## config.mk

```make
export PLATFORM = sky130hd
export DESIGN_NAME = nco_cordic_sched
export DESIGN_NICKNAME = d
export VERILOG_FILES = /design/src/rtl/nco_pkg.sv /design/src/rtl/nco_next_ch.sv /design/src/rtl/nco_cordic_sched.sv
export SDC_FILE = /design/constraint.sdc
export NUM_CORES = 1
export LEC_CHECK = 0
export ABC_CLOCK_PERIOD_IN_PS = 3100
export BUFFER_PORTS_ARGS = -buffer_cell sky130_fd_sc_hd__buf_2
export CAP_MARGIN = 20
export CORE_MARGIN = 2
export CORE_UTILIZATION = 52
export CTS_CLUSTER_SIZE = 16
export DETAILED_ROUTE_END_ITERATION = 12
export GPL_ROUTABILITY_DRIVEN = 0
export PLACE_DENSITY = 0.78
export SYNTH_ARGS = -nofsm -noshare
export SYNTH_HDL_FRONTEND = slang
export SYNTH_HIERARCHICAL = 1
export SYNTH_SLANG_ARGS = --single-unit
```

## constraint.sdc

```tcl
create_clock -name clk -period 3.1 [get_ports clk]
set_input_delay 0.31 -clock clk [delete_from_list [all_inputs] [get_ports clk]]
set_output_delay 0.31 -clock clk [all_outputs]
set_load 0.01 [all_outputs]
```

## src/rtl/nco_pkg.sv

```systemverilog
// Shared types and constants for the NCO / CORDIC scheduler.
// Pure declarations: no timing or flow-control behaviour of its own.
package nco_pkg;

  typedef logic [15:0]        phase_t;
  typedef logic signed [15:0] sample_t;

  typedef enum logic [1:0] {
    IDLE,
    ISSUE,
    WAIT
  } sched_state_e;

  localparam int DEFAULT_AMP = 32000;

endpackage

```

## src/rtl/nco_next_ch.sv

```systemverilog
// Finds the lowest set mask bit above idx, or from bit 0 when from_start is high.
// Purely combinational, zero latency; no flow control.
module nco_next_ch
  import nco_pkg::*;
#(
  parameter  int NCH = 4,
  localparam int IW  = (NCH > 1) ? $clog2(NCH) : 1
) (
  input  logic [NCH-1:0] mask,
  input  logic [IW-1:0]  idx,
  input  logic           from_start,
  output logic           found,
  output logic [IW-1:0]  next_idx
);

  // Scan downwards so the last hit (lowest qualifying index) wins.
  always_comb begin
    found    = 1'b0;
    next_idx = '0;
    for (int i = NCH - 1; i >= 0; i--) begin
      if (mask[i] && (from_start || (i > int'(idx)))) begin
        found    = 1'b1;
        next_idx = IW'(i);
      end
    end
  end

endmodule

```

## src/rtl/nco_cordic_sched.sv

```systemverilog
// Time-shares one CORDIC among NCH free-running phase accumulators; first sample 3+L cycles after tick.
// No backpressure: ticks during a round are dropped (err_overrun), silent CORDIC aborts a channel (err_timeout).
module nco_cordic_sched
  import nco_pkg::*;
#(
  parameter  int NCH     = 4,
  parameter  int AMP     = DEFAULT_AMP,
  parameter  int TIMEOUT = 64,
  localparam int IW      = (NCH > 1) ? $clog2(NCH) : 1
) (
  input  logic             clk,
  input  logic             rst,
  input  logic             tick,
  input  phase_t [NCH-1:0] num_i,
  input  logic   [NCH-1:0] ch_en,
  input  logic             err_clr,
  output logic             cordic_start,
  output phase_t           cordic_angle,
  output sample_t          cordic_x,
  input  logic             cordic_done,
  input  sample_t          cordic_sin,
  input  sample_t          cordic_cos,
  output logic             out_valid,
  output logic   [IW-1:0]  out_ch,
  output sample_t          out_sin,
  output sample_t          out_cos,
  output logic             busy,
  output logic             err_overrun,
  output logic             err_timeout
);

  localparam int      CW       = $clog2(TIMEOUT + 1);
  localparam logic [CW-1:0] WAIT_LAST = CW'(TIMEOUT - 1);
  localparam sample_t AMP_S    = sample_t'(AMP);

  sched_state_e     state, state_d;
  phase_t [NCH-1:0] phase;
  phase_t [NCH-1:0] snap;
  logic   [NCH-1:0] snap_en;
  logic   [IW-1:0]  idx;
  logic   [CW-1:0]  wait_cnt;

  logic             take_snap;
  logic             issue;
  logic             advance;
  logic             capture;
  logic             timeout_hit;
  logic             overrun_hit;

  logic   [NCH-1:0] nx_mask;
  logic             nx_from_start;
  logic             nx_found;
  logic   [IW-1:0]  nx_idx;

  assign cordic_x = AMP_S;
  assign busy     = (state != IDLE);

  // At round start search the live enables; mid-round only the snapshot mask counts.
  assign nx_from_start = (state == IDLE);
  assign nx_mask       = (state == IDLE) ? ch_en : snap_en;

  nco_next_ch #(
    .NCH (NCH)
  ) u_next_ch (
    .mask       (nx_mask),
    .idx        (idx),
    .from_start (nx_from_start),
    .found      (nx_found),
    .next_idx   (nx_idx)
  );

  always_ff @(posedge clk or negedge rst) begin
    if (!rst) begin
      phase <= '0;
    end else begin
      for (int c = 0; c < NCH; c++) begin
        if (ch_en[c]) begin
          phase[c] <= phase[c] + num_i[c];
        end
      end
    end
  end

  always_comb begin
    state_d     = state;
    take_snap   = 1'b0;
    issue       = 1'b0;
    advance     = 1'b0;
    capture     = 1'b0;
    timeout_hit = 1'b0;
    overrun_hit = tick && (state != IDLE);
    case (state)
      IDLE: begin
        if (tick && nx_found) begin
          take_snap = 1'b1;
          state_d   = ISSUE;
        end
      end
      ISSUE: begin
        issue   = 1'b1;
        state_d = WAIT;
      end
      WAIT: begin
        // A done arriving on the last allowed cycle still counts as a result.
        if (cordic_done || (wait_cnt == WAIT_LAST)) begin
          capture     = cordic_done;
          timeout_hit = !cordic_done;
          advance     = 1'b1;
          state_d     = nx_found ? ISSUE : IDLE;
        end
      end
      default: state_d = IDLE;
    endcase
  end

  always_ff @(posedge clk or negedge rst) begin
    if (!rst) begin
      state        <= IDLE;
      snap         <= '0;
      snap_en      <= '0;
      idx          <= '0;
      wait_cnt     <= '0;
      cordic_start <= 1'b0;
      cordic_angle <= '0;
      out_valid    <= 1'b0;
      out_ch       <= '0;
      out_sin      <= '0;
      out_cos      <= '0;
      err_overrun  <= 1'b0;
      err_timeout  <= 1'b0;
    end else begin
      state        <= state_d;
      cordic_start <= issue;
      out_valid    <= capture;

      if (take_snap) begin
        snap    <= phase;
        snap_en <= ch_en;
        idx     <= nx_idx;
      end else if (advance && nx_found) begin
        idx <= nx_idx;
      end

      // Angle is registered alongside the start pulse and held through WAIT.
      if (issue) begin
        cordic_angle <= snap[idx];
        wait_cnt     <= '0;
      end else if (state == WAIT) begin
        wait_cnt <= wait_cnt + 1'b1;
      end

      if (capture) begin
        out_sin <= cordic_sin;
        out_cos <= cordic_cos;
        out_ch  <= idx;
      end

      if (overrun_hit) begin
        err_overrun <= 1'b1;
      end else if (err_clr) begin
        err_overrun <= 1'b0;
      end

      if (timeout_hit) begin
        err_timeout <= 1'b1;
      end else if (err_clr) begin
        err_timeout <= 1'b0;
      end
    end
  end

endmodule
```

======== Word-level counts from Yosys, hierarchy flattened ========
Cells that the tools add are included.
word-level totals
  input bits .............................. 105
  output and inout bits ................... 71
  flip-flop bits (word level) ............. 197
  logic and storage cells ................. 84
operators by class
  eq/ne operators ......................... 5
  order comparisons ....................... 4
  multiplexer cells ....................... 31
  reduce and logical (&&, ||, !) cells .... 19
  add/subtract/negate cells ............... 5
operator list
  kind                                                           count
  adder 16 bit                                                   4
  binary-select mux 16 bit (select 2 bit)                        1
  2-to-1 mux 1 bit                                               17
  2-to-1 mux 16 bit                                              1
  2-to-1 mux 2 bit                                               8
  2-to-1 mux 7 bit                                               2
  nonzero test 2 bit                                             5
  adder 7 x 1 -> 7 bit (second input constant)                   1
  == test 7 x 6 -> 1 bit (second input constant)                 1
  logical AND 1 bit                                              7
  case mux 2 bit (3 select lines)                                1
  greater-than comparator 2 bit (first input constant)           2
  logical OR 1 bit                                               4
  2-to-1 mux 4 bit                                               1
  inequality test 2 bit (second input constant)                  2
  < comparator 2 x 3 -> 1 bit (second input constant)            1
  == test 2 x 1 -> 1 bit (second input constant)                 1
  == test 2 bit (second input constant)                          1
  greater-than comparator 1 x 2 -> 1 bit (first input constant)  1
  logical NOT 2 bit                                              1
  AND reduction 2 bit                                            1
  logical NOT 1 bit                                              1

======== Logic depth before layout (Yosys ltp) ========
Gate-level depths: netlist (run 1).
  word-level depth ........................ 11
  gate-level depth with buffers ........... 12
  gate-level depth less buffers ........... 11

======== Hierarchy ========
The synthesis (run 1) kept the hierarchy.
modules (own cells, without submodules)
  module            instances  seq. area each (um2)  area each (um2)  cells an instance
  nco_cordic_sched  1          4929.7                10452.5          843
  nco_next_ch       1          0.0                   91.3             15

======== Least setup slack after synthesis (run 1) ========
Ideal clock, no wire load.
  kind .................................... register to register
  from .................................... reg state[0]
  to ...................................... reg snap[0] (netlist bit)
  cell stages (with the launch flop) ...... 11
  buffers on the path ..................... 2
  required time ........................... 2.975 ns
  data arrival time ....................... 2.829 ns
  setup slack ............................. 0.146 ns
  period minus slack after synthesis ...... 2.954 ns
  library setup time ...................... 0.125 ns
  cells stage by stage .................... dfrtp_1 > inv_1 > ha_1 > clkbuf_1 > mux2_2 > nor2b_1 > o32ai_1 > o21ai_0 > nand3_1 > clkbuf_1 > mux2_2
on the way
  word-level cells in the longest chain between the ends .. 10
  elaborated cells on any way between the ends .. 16
  classes of those cells .................. 7 x mux; 9 x reduce/logical
ends and longest elaborated chain
  element                        line                     text
  from (decl)                    nco_cordic_sched.sv:36   sched_state_e state, state_d;
  from (signal assigned)         nco_cordic_sched.sv:132  state <= state_d;
  logical NOT 2 bit              nco_cordic_sched.sv:59   assign nx_from_start = (state == IDLE);
  named net nx_from_start        nco_cordic_sched.sv:51   logic nx_from_start;
  2-to-1 mux 4 bit               nco_cordic_sched.sv:60   assign nx_mask = (state == IDLE) ? ch_en : snap_en;
  named net nx_mask[3]           nco_cordic_sched.sv:50   logic [NCH-1:0] nx_mask;
  logical AND 1 bit              nco_next_ch.sv:21        if (mask[i] && (from_start || (i > int'(idx)))) begin
  2-to-1 mux 1 bit (4 in a row)  nco_next_ch.sv:21
  named net nx_found             nco_cordic_sched.sv:52   logic nx_found;
  logical AND 1 bit              nco_cordic_sched.sv:94   if (tick && nx_found) begin
  2-to-1 mux 1 bit               nco_cordic_sched.sv:94
  2-to-1 mux 1 bit               nco_cordic_sched.sv:92   case (state)
  to (signal assigned)           nco_cordic_sched.sv:137  snap <= phase;
  to (decl)                      nco_cordic_sched.sv:38   phase_t [NCH-1:0] snap;
The timed path passes the listed nets, and every way through them passes these cells.
A chain may end at the register's enable or synchronous reset.

======== Worst setup path in the final report (run 1) ========
  from .................................... reg state[1]
  to ...................................... reg snap[34] (netlist bit)
The elaborated chain is that of the path after synthesis.

==> results.md, run 1 <==
* Worst hold-check path type: in -> reg
* Fill cells at 1582
* Worst Reg-to-Reg Cells at 9
* CTS Buf Count at 17
* Register area at 4930 sq um
* Vias in the first global route at 6991
* Total track usage at 21.2%
* Peak supply drop at 0.668 mV
* Critical Path RT at 3.42 ns
* Setup Buffers After CTS at 0
* Critical Path Stages at 9
* Netlist cell types at 58
* Tightest Pin Transition at 1.02 ns
* Nets@finish at 1197
* Clock Pin Slew Worst Setup and Hold Paths at 0.07 ns
* Iter 0 DRT Violations at 437
* Commonest non-fill, non-tap cell in the layout: dfrtp_1
* #FFs+latches synth at 197
* DRC Markers at 0
* Largest net degree at the start of global routing at 98
* Mapped cell area at 10500 sq um
* Initial antenna violation count at 0
* PortBufs at 159
* Register area share after synthesis at 46.8%
* Pleak at 0.00563 uW
* Core ar. at 20000 sq um
* Hold path cells at 2
* Crit path max-delay cell type: dfrtp_1
* Inst Count DP at 1273
* CTS tree: done
* Total design power at 13900 uW
* Most used cell, CP: mux2_2
* Fin crit period at 2.79 ns
* Type of element capturing the critical path: flop
* Setup TNS at 0 ns
* Fmax at 358 MHz
* Setup crit start: state[1]
* Slew Viols, Final at 0
* Remaining antenna violation count at 0
* Max H-tree Level at 4
* Async S/R FF share, synth at 100%
* Synth Instances at 858
* Wire per inst at 16.7 um
* Outcome: finished, final reports clean
* Most frequent cells in the layout: dfrtp_1, mux2_2, buf_2
* Clock Sink Count at 197
* Worst Skew at 0.00894 ns
* First drt pass iteration count at 5
* Buffers and inverters on the worst path at 2
* Post-synth EDFFs at 0
* Design area at 12300 sq um
* Final core occ at 61.2%
* Final Setup Violations at 0
* Final Hold Vio Count at 0
* Die Y at 146 um
* Skew-Pair Late Insertion Delay at 0.44 ns
* CP delay by family, top: multiplexers
* CP max FO at 36
* Vias at 7191
* Min-delay src: cordic_cos[0]
* Average cell area after synthesis at 12.3 sq um
* Multi-input gate area at 5380 sq um
* Final period utilization at 90.0%
* Critical path class: reg -> reg
* Die X at 146 um
* R2r startpoint: state[1]
* Clock buffer depth at 2
* Final WL at 21800 um
* Starting density of the core at 52.6%
* Fin cells at 1306
* CTS root buf: clkbuf_16
* Max-Slew Margin vs Limit at 31.8%
* Main flop type after synthesis: dfrtp_1
* Max-Cap Viols at 0
* Critical path's largest stage delay at 0.41 ns
* Mean number of vias per cell at 5.51
* Rows at 52
* Arr. time, crit path at 3.11 ns
* Grt ovf at 0
* RSZ-0062 raised after global routing: false
* Post-DP Area at 11700 sq um
* Final HPWL DP at 16500 um
* Cell Pwr Density at 1130 nW/um^2
* Synthesis-to-finish area growth at 16.3%
* Yosys warns at 6
* Share of layout cells above drive strength 1 at 39.2%
* Ant. Diodes at 0
* Cells along the critical path: inv_1 > ha_1 > mux2_2 > nor2b_1 > o32ai_1 > o21ai_0 > nand3_4 > buf_12 > mux2_2
* Die ar. at 21400 sq um
* First-pass GRT wire length at 36000 um
* I/O pins at 176
* Startpoint types: flop
[sequential cells by signal (all words and copies together), names as in the netlist, 2 cells and up]
name	count
snap	64
cordic_angle	16
phase	64
out_ch	2
idx	2
out_cos	16
wait_cnt	7
out_sin	16
state	2
snap_en	4
[power breakdown]
part           internal (uW)  switching [uW]
Combinational           3660            3110
Clock                   1160            1010
Sequential              3920            1030
Total                   8740            5140
[worst paths after layout]
path                                    to  slack, ns
worst max register to register    snap[34]       0.31
min in group asynchronous        out_valid       0.50
worst min register to register   phase[63]       0.49
worst min-delay path            out_cos[0]       0.10
max in group asynchronous        phase[13]       1.75
worst max-delay path              snap[34]       0.31
[layer usage]
| metal | GRT usage (%) | share of wire [%] | vias to the layer above |
|---|---|---|---|
| li1 | - | - | 3440 |
| met5 | 0 | 0 | - |
| met3 | 3.19 | 3.0 | 33 |
| met1 | 29.5 | 45 | 3585 |
| met4 | 7.52 | 2.2 | 0 |
| met2 | 34.4 | 49 | 133 |
[cell families (layout without fill, tap and decap cells)]
group / after synthesis / count (layout) / synth area share, %
muxes: 193 / 193 / 22.3
and+or+nand+nor: 130 / 130 / 5.79
buffers and inverters: 64 / 228 / 2.88
DFF: 197 / 197 / 46.8
xor gates and xnor gates: 55 / 55 / 4.57
adders and majority gates: 69 / 69 / 8.47
AOI/OAI and AO/OA: 148 / 148 / 9.16
other: 2 / 16 / 0.0712
[worst register-to-register path, delay by kind of cell, from the launching register on]
kind                       cells  cell delay [ns]
AOI/OAI and AO/OA              2             0.63
adders and majority gates      1             0.18
buffers and inverters          2             0.33
DFF                            1             0.41
muxes                          2             0.75
and+or+nand+nor                2             0.38
[layout make-up]
type / count / area share [%]
clock buffer: 19 / 3.61
timing repair buffer: 176 / 7.83
multi-input combinational: 611 / 43.8
inverter: 20 / 0.612
tap: 270 / 2.76
clock inverter: 13 / 1.13
sequential: 197 / 40.2
[stage by stage]
stage | setup WS (ns) | hold WS, ns
after floorplan | 0.146 | 0.0144
after global placement | 0.358 | 0.443
after detailed placement | 0.332 | 0.442
after CTS | 0.316 | 0.0890
after global routing | 0.126 | 0.0911
final | 0.309 | 0.101
[Yosys cell counts, types with 4 or more instances]
cell type	n	area [sq um]
a21o_1	19	143
a21oi_1	46	230
a31oi_1	7	43.8
and3_1	6	37.5
buf_4	16	120
clkbuf_1	22	82.6
dfrtp_1	197	4930
fa_1	4	80.1
ha_1	65	813
inv_1	19	71.3
mux2_2	175	1970
mux4_2	16	360
nand2_1	35	131
nand2b_1	7	43.8
nand3_1	15	75.1
nand4_1	4	25.0
nor2_1	34	128
nor2b_1	5	31.3
nor3_1	16	80.1
o211ai_1	6	45.0
o21a_1	5	37.5
o21ai_0	13	65.1
o21ai_1	16	80.1
o21bai_1	5	37.5
o22ai_1	4	25.0
xnor2_1	43	377
xor2_1	12	105
[what timing repair did]
| action | CTS | global route |
|---|---|---|
| resized for setup | 0 | 0 |
| hold buffers | 1 | 0 |
| hold endpoints to repair | 75 | 0 |
No activity file was read; power rests on OpenSTA's default activity.
==> inputs of run 2 (changes only) <==
CORE_MARGIN = unset   (was 2)
GPL_ROUTABILITY_DRIVEN = unset   (was 0)
==> results.md, run 2 (synthesis gave the netlist of run 1 again) <==
* Sequential group share of total power at 35.9%
* CP max FO at 38
* Critical Path RT at 3.42 ns
* Largest net degree at the start of global routing at 64
* Vias at 7139
* Worst hold-check path type: in -> reg
* Switching pwr at 5090 uW
* I/O pins at 176
* CTS root buf: clkbuf_16
* Core ar. at 19700 sq um
* Type of element capturing the critical path: flop
* Final HPWL DP at 16400 um
* Fill cells at 1564
* Biggest regs: phase: 64 flops, snap: 64 flops
* Die Y at 144 um
* Worst Skew at 0.00679 ns
* Final WL at 21900 um
* Peak supply drop at 0.463 mV
* Routability Congestion at 0.813
* Most frequent cells in the layout: dfrtp_1, mux2_2, buf_2
* CTS Buf Count at 17
* First drt pass iteration count at 4
* Internal power at 8660 uW
* Wire per inst at 16.9 um
* Buffers and inverters on the worst path at 2
* Remaining antenna violation count at 0
* Max H-tree Level at 4
* Final period utilization at 89.4%
* Nets@finish at 1194
* Fin crit period at 2.77 ns
* Slew Viols, Final at 0
* Skew-Pair Late Insertion Delay at 0.43 ns
* Clock buffer depth at 2
* Tightest Pin Transition at 1.00 ns
* Synthesis-to-finish area growth at 15.7%
* Vias in the first global route at 6943
* Rows at 51
* Critical path class: reg -> reg
* Clock Pin Slew Worst Setup and Hold Paths at 0.07 ns
* Ant. Diodes at 0
* Max-Slew Margin vs Limit at 33.3%
* Cells along the critical path: inv_1 > ha_1 > mux2_2 > nor2b_1 > o32ai_1 > o21ai_0 > nand3_4 > buf_12 > mux2_2
* Commonest non-fill, non-tap cell in the layout: dfrtp_1
* Pleak at 0.00560 uW
* Clock Sink Count at 197
* Initial antenna violation count at 0
* Grt ovf at 0
* First-pass GRT wire length at 35300 um
* Crit path max-delay cell type: dfrtp_1
* Sw frac at 37.0%
* Total track usage at 22.2%
* Post-CTS sizing at 0
* Cell Pwr Density at 1130 nW/um^2
* Max-Cap Viols at 0
* Mean number of vias per cell at 5.51
* Critical path's largest stage delay at 0.42 ns
* Final Hold Vio Count at 0
* Clk pwr share at 14.9%
* CTS tree: done
* Outcome: finished, final reports clean
* Final Setup Violations at 0
* DRC Markers at 0
* Most used cell, CP: mux2_2
* CP delay by family, top: multiplexers
* Iter 0 DRT Violations at 356
* Share of layout cells above drive strength 1 at 39.0%
* RSZ-0062 raised after global routing: false
* Setup TNS at 0 ns
* Final core occ at 62.1%
* Arr. time, crit path at 3.09 ns
* PortBufs at 159
* Startpoint types: flop
* Fmax at 361 MHz
* Die X at 144 um
* Die ar. at 20800 sq um
* Starting density of the core at 53.6%
* Combinational Power Share at 49.2%
## run 2: cell count changes in the layout (fill, tap and decap cells not counted)
| cell | delta |
|---|---|
| clkbuf_8 | +2 |
| inv_6 | -2 |
| inv_8 | -3 |
| clkbuf_1 | -1 |
| clkinv_4 | +1 |
| buf_4 | -4 |
| clkinv_2 | +2 |
| bufinv_16 | -1 |
| buf_12 | +1 |
## run 2: layout make-up
class,instances,area (sq um),area share (%)
Clock inverter,10,76.3,0.625
Clock buffer,20,467,3.82
Inverter,20,75.1,0.615
Tap cell,265,332,2.72
Sequential cell,197,4930,40.4
Timing Repair Buffer,173,950,7.78
Multi-Input combinational cell,611,5380,44.0
## run 2: stage by stage
stage	setup WS [ns]	total power [uW]	area (sq um)	hold slack [ns]	instances
3_5_place_dp	0.310	11700	11700	0.325	1265
4_1_cts	0.323	13800	12200	0.0895	1296
3_3_place_gp	0.366	11400	11700	0.327	1265
6_report	0.329	13700	12200	0.106	1296
5_1_grt	0.0775	14800	12200	0.0922	1296
2_1_floorplan	0.146	9870	10600	0.0144	872
## run 2: timing repair
item,in CTS,in global routing
setup endpoints to repair,0,0
buffers inserted,0,0
endpoints found under the hold margin,59,0
hold buffers,1,0
## run 2: final timing paths
kind,from,end,slack [ns],cells past startpoint
max,state[0],snap[48],0.33,9
min,cordic_cos[8],out_cos[8],0.11,2
max reg2reg,state[0],snap[48],0.33,9
min reg2reg,phase[47],phase[47],0.47,1
max in group asynchronous,rst,phase[21],1.87,3
min in group asynchronous,rst,out_valid,0.41,2
## run 2: layer usage
metal | share of wire (%) | up-vias | global-route usage, %
met5 | 0 | - | 0
met3 | 2.8 | 18 | 3.71
li1 | - | 3424 | -
met1 | 45 | 3574 | 30.6
met4 | 1.3 | 0 | 5.87
met2 | 51 | 123 | 36.3
## run 2: power groups by stage
stage	clock network (uW)	logic, uW	registers, uW
floorplan	0	5170	4700
global placement	0	6490	4930
detailed placement	0	6700	4970
CTS	2090	6790	4930
global route	2180	7510	5100
finish	2050	6770	4930
==> inputs of run 3 (changes only) <==
CAP_MARGIN = unset   (was 20)
PLACE_DENSITY = unset   (was 0.78)
PLACE_DENSITY_LB_ADDON = 0.05   (was unset)
==> results.md, run 3 (synthesis gave the netlist of run 1 again) <==
* Inst Count DP at 1266
* Wire per inst at 16.6 um
* Max H-tree Level at 4
* Initial antenna violation count at 0
* Remaining antenna violation count at 0
* WHS at 0.107 ns
* Most frequent cells in the layout: dfrtp_1, mux2_2, buf_2
* Final worst setup slack at 0.338 ns
* CTS tree: done
* Clock Sink Count at 197
* Critical path's largest stage delay at 0.41 ns
* Worst Reg-to-Reg Cells at 10
* Tightest Pin Transition at 0.980 ns
* Final period utilization at 89.1%
* CTS hold repair buffers at 1
* Critical path class: reg -> reg
* Setup Buffers After CTS at 0
* Die ar. at 20800 sq um
* Fmax at 362 MHz
* Core ar. at 19700 sq um
* First-pass GRT wire length at 34700 um
* Iter 0 DRT Violations at 339
* Nets@finish at 1195
* Cells along the critical path: ha_1 > fa_1 > a21o_1 > a21o_1 > a21o_1 > a21o_1 > a31oi_1 > o21ai_1 > xor2_1 > mux2_2
* Startpoint types: flop
* Share of layout cells above drive strength 1 at 39.1%
* Final WL at 21500 um
* Die Y at 144 um
* Fill cells at 1645
* Vias at 6970
* Crit path max-delay cell type: fa_1
* Routability Congestion at 0.816
* CP delay by family, top: compound AO/OA/AOI/OAI gates
* Final Setup Violations at 0
* Ant. Diodes at 0
* Vias in the first global route at 6649
* RSZ-0062 raised after global routing: false
* Largest net degree at the start of global routing at 74
* Biggest regs: phase: 64 flops, snap: 64 flops
* Rows at 51
* Buffers and inverters on the worst path at 0
* Slew Viols, Final at 0
* Clock buffer depth at 2
* Max-Slew Margin vs Limit at 34.6%
* Peak supply drop at 0.515 mV
* Total track usage at 21.9%
* First drt pass iteration count at 4
* Final Hold Vio Count at 0
* Fin crit period at 2.76 ns
* Critical Path Stages at 10
* Worst Skew at 0.0105 ns
* Commonest non-fill, non-tap cell in the layout: dfrtp_1
* I/O pins at 176
* PortBufs at 159
* CTS Buf Count at 17
* Type of element capturing the critical path: flop
* CTS root buf: clkbuf_16
* Starting density of the core at 53.6%
* Pre-CTS setup slack at 0.330 ns
* Critical Path RT at 3.41 ns
* Hold path cells at 2
* Cell Pwr Density at 1140 nW/um^2
* Grt ovf at 0
* Fin cells at 1299
* R2r setup slk at 0.34 ns
* Most used cell, CP: a21o_1
* Clock Pin Slew Worst Setup and Hold Paths at 0.07 ns
* Setup TNS at 0 ns
* Worst hold-check path type: in -> reg
* Final HPWL DP at 16300 um
* Mean number of vias per cell at 5.37
* CP max FO at 4
* DRC Markers at 0
* Arr. time, crit path at 3.07 ns
* Max-Cap Viols at 0
* Final core occ at 62.8%
* Die X at 144 um
* Synthesis-to-finish area growth at 17.0%
* Skew-Pair Late Insertion Delay at 0.43 ns
* Outcome: finished, final reports clean
* Pleak at 0.00567 uW
* Post-CTS sizing at 0
[run 3: final timing paths]
kind,to,from
min in group asynchronous,phase[14],rst
setup reg to reg,phase[62],phase[48]
hold reg to reg,phase[63],phase[63]
setup / recovery,phase[62],phase[48]
max in group asynchronous,idx[1],rst
hold / removal,out_cos[2],cordic_cos[2]
[run 3: where the power goes]
| group | leakage (uW) | internal [uW] | switching [uW] |
|---|---|---|---|
| clock network | 0.000318 | 1480 | 949 |
| registers | 0.00233 | 3920 | 1020 |
| logic | 0.00302 | 3650 | 3030 |
| total | 0.00567 | 9040 | 5010 |
[run 3: final cells by class]
type	instances	area [sq um]	share of cell area [%]
Clock buffer	20	457	3.70
Sequential cell	197	4930	40.0
Timing Repair Buffer	174	970	7.86
Multi-Input combinational cell	611	5380	43.6
Tap cell	265	332	2.69
Inverter	20	75.1	0.608
Clock inverter	12	200	1.62
[run 3: worst reg2reg max path, cell delays in order (launching register included)]
cell and delay (ns):
dfrtp_1 0.39, ha_1 0.23, fa_1 0.41, a21o_1 0.19, a21o_1 0.21, a21o_1 0.19, a21o_1 0.22, a31oi_1 0.28
o21ai_1 0.12, xor2_1 0.14, mux2_2 0.26
[run 3: through the flow]
stage | instance area [sq um] | power (uW)
floorplan | 10600 | 9870
global placement | 11700 | 11500
detailed placement | 11700 | 11700
CTS | 12300 | 14200
global route | 12300 | 15200
finish | 12300 | 14000
[run 3: per-layer routing]
layer  GRT usage, %  vias to the layer above  part of all wire [%]
met2           34.0                      108                    48
met1           32.1                     3428                    48
li1               -                     3423                     -
met5              0                        -                     0
met3           3.71                       11                   3.0
met4           4.71                        0                  0.81
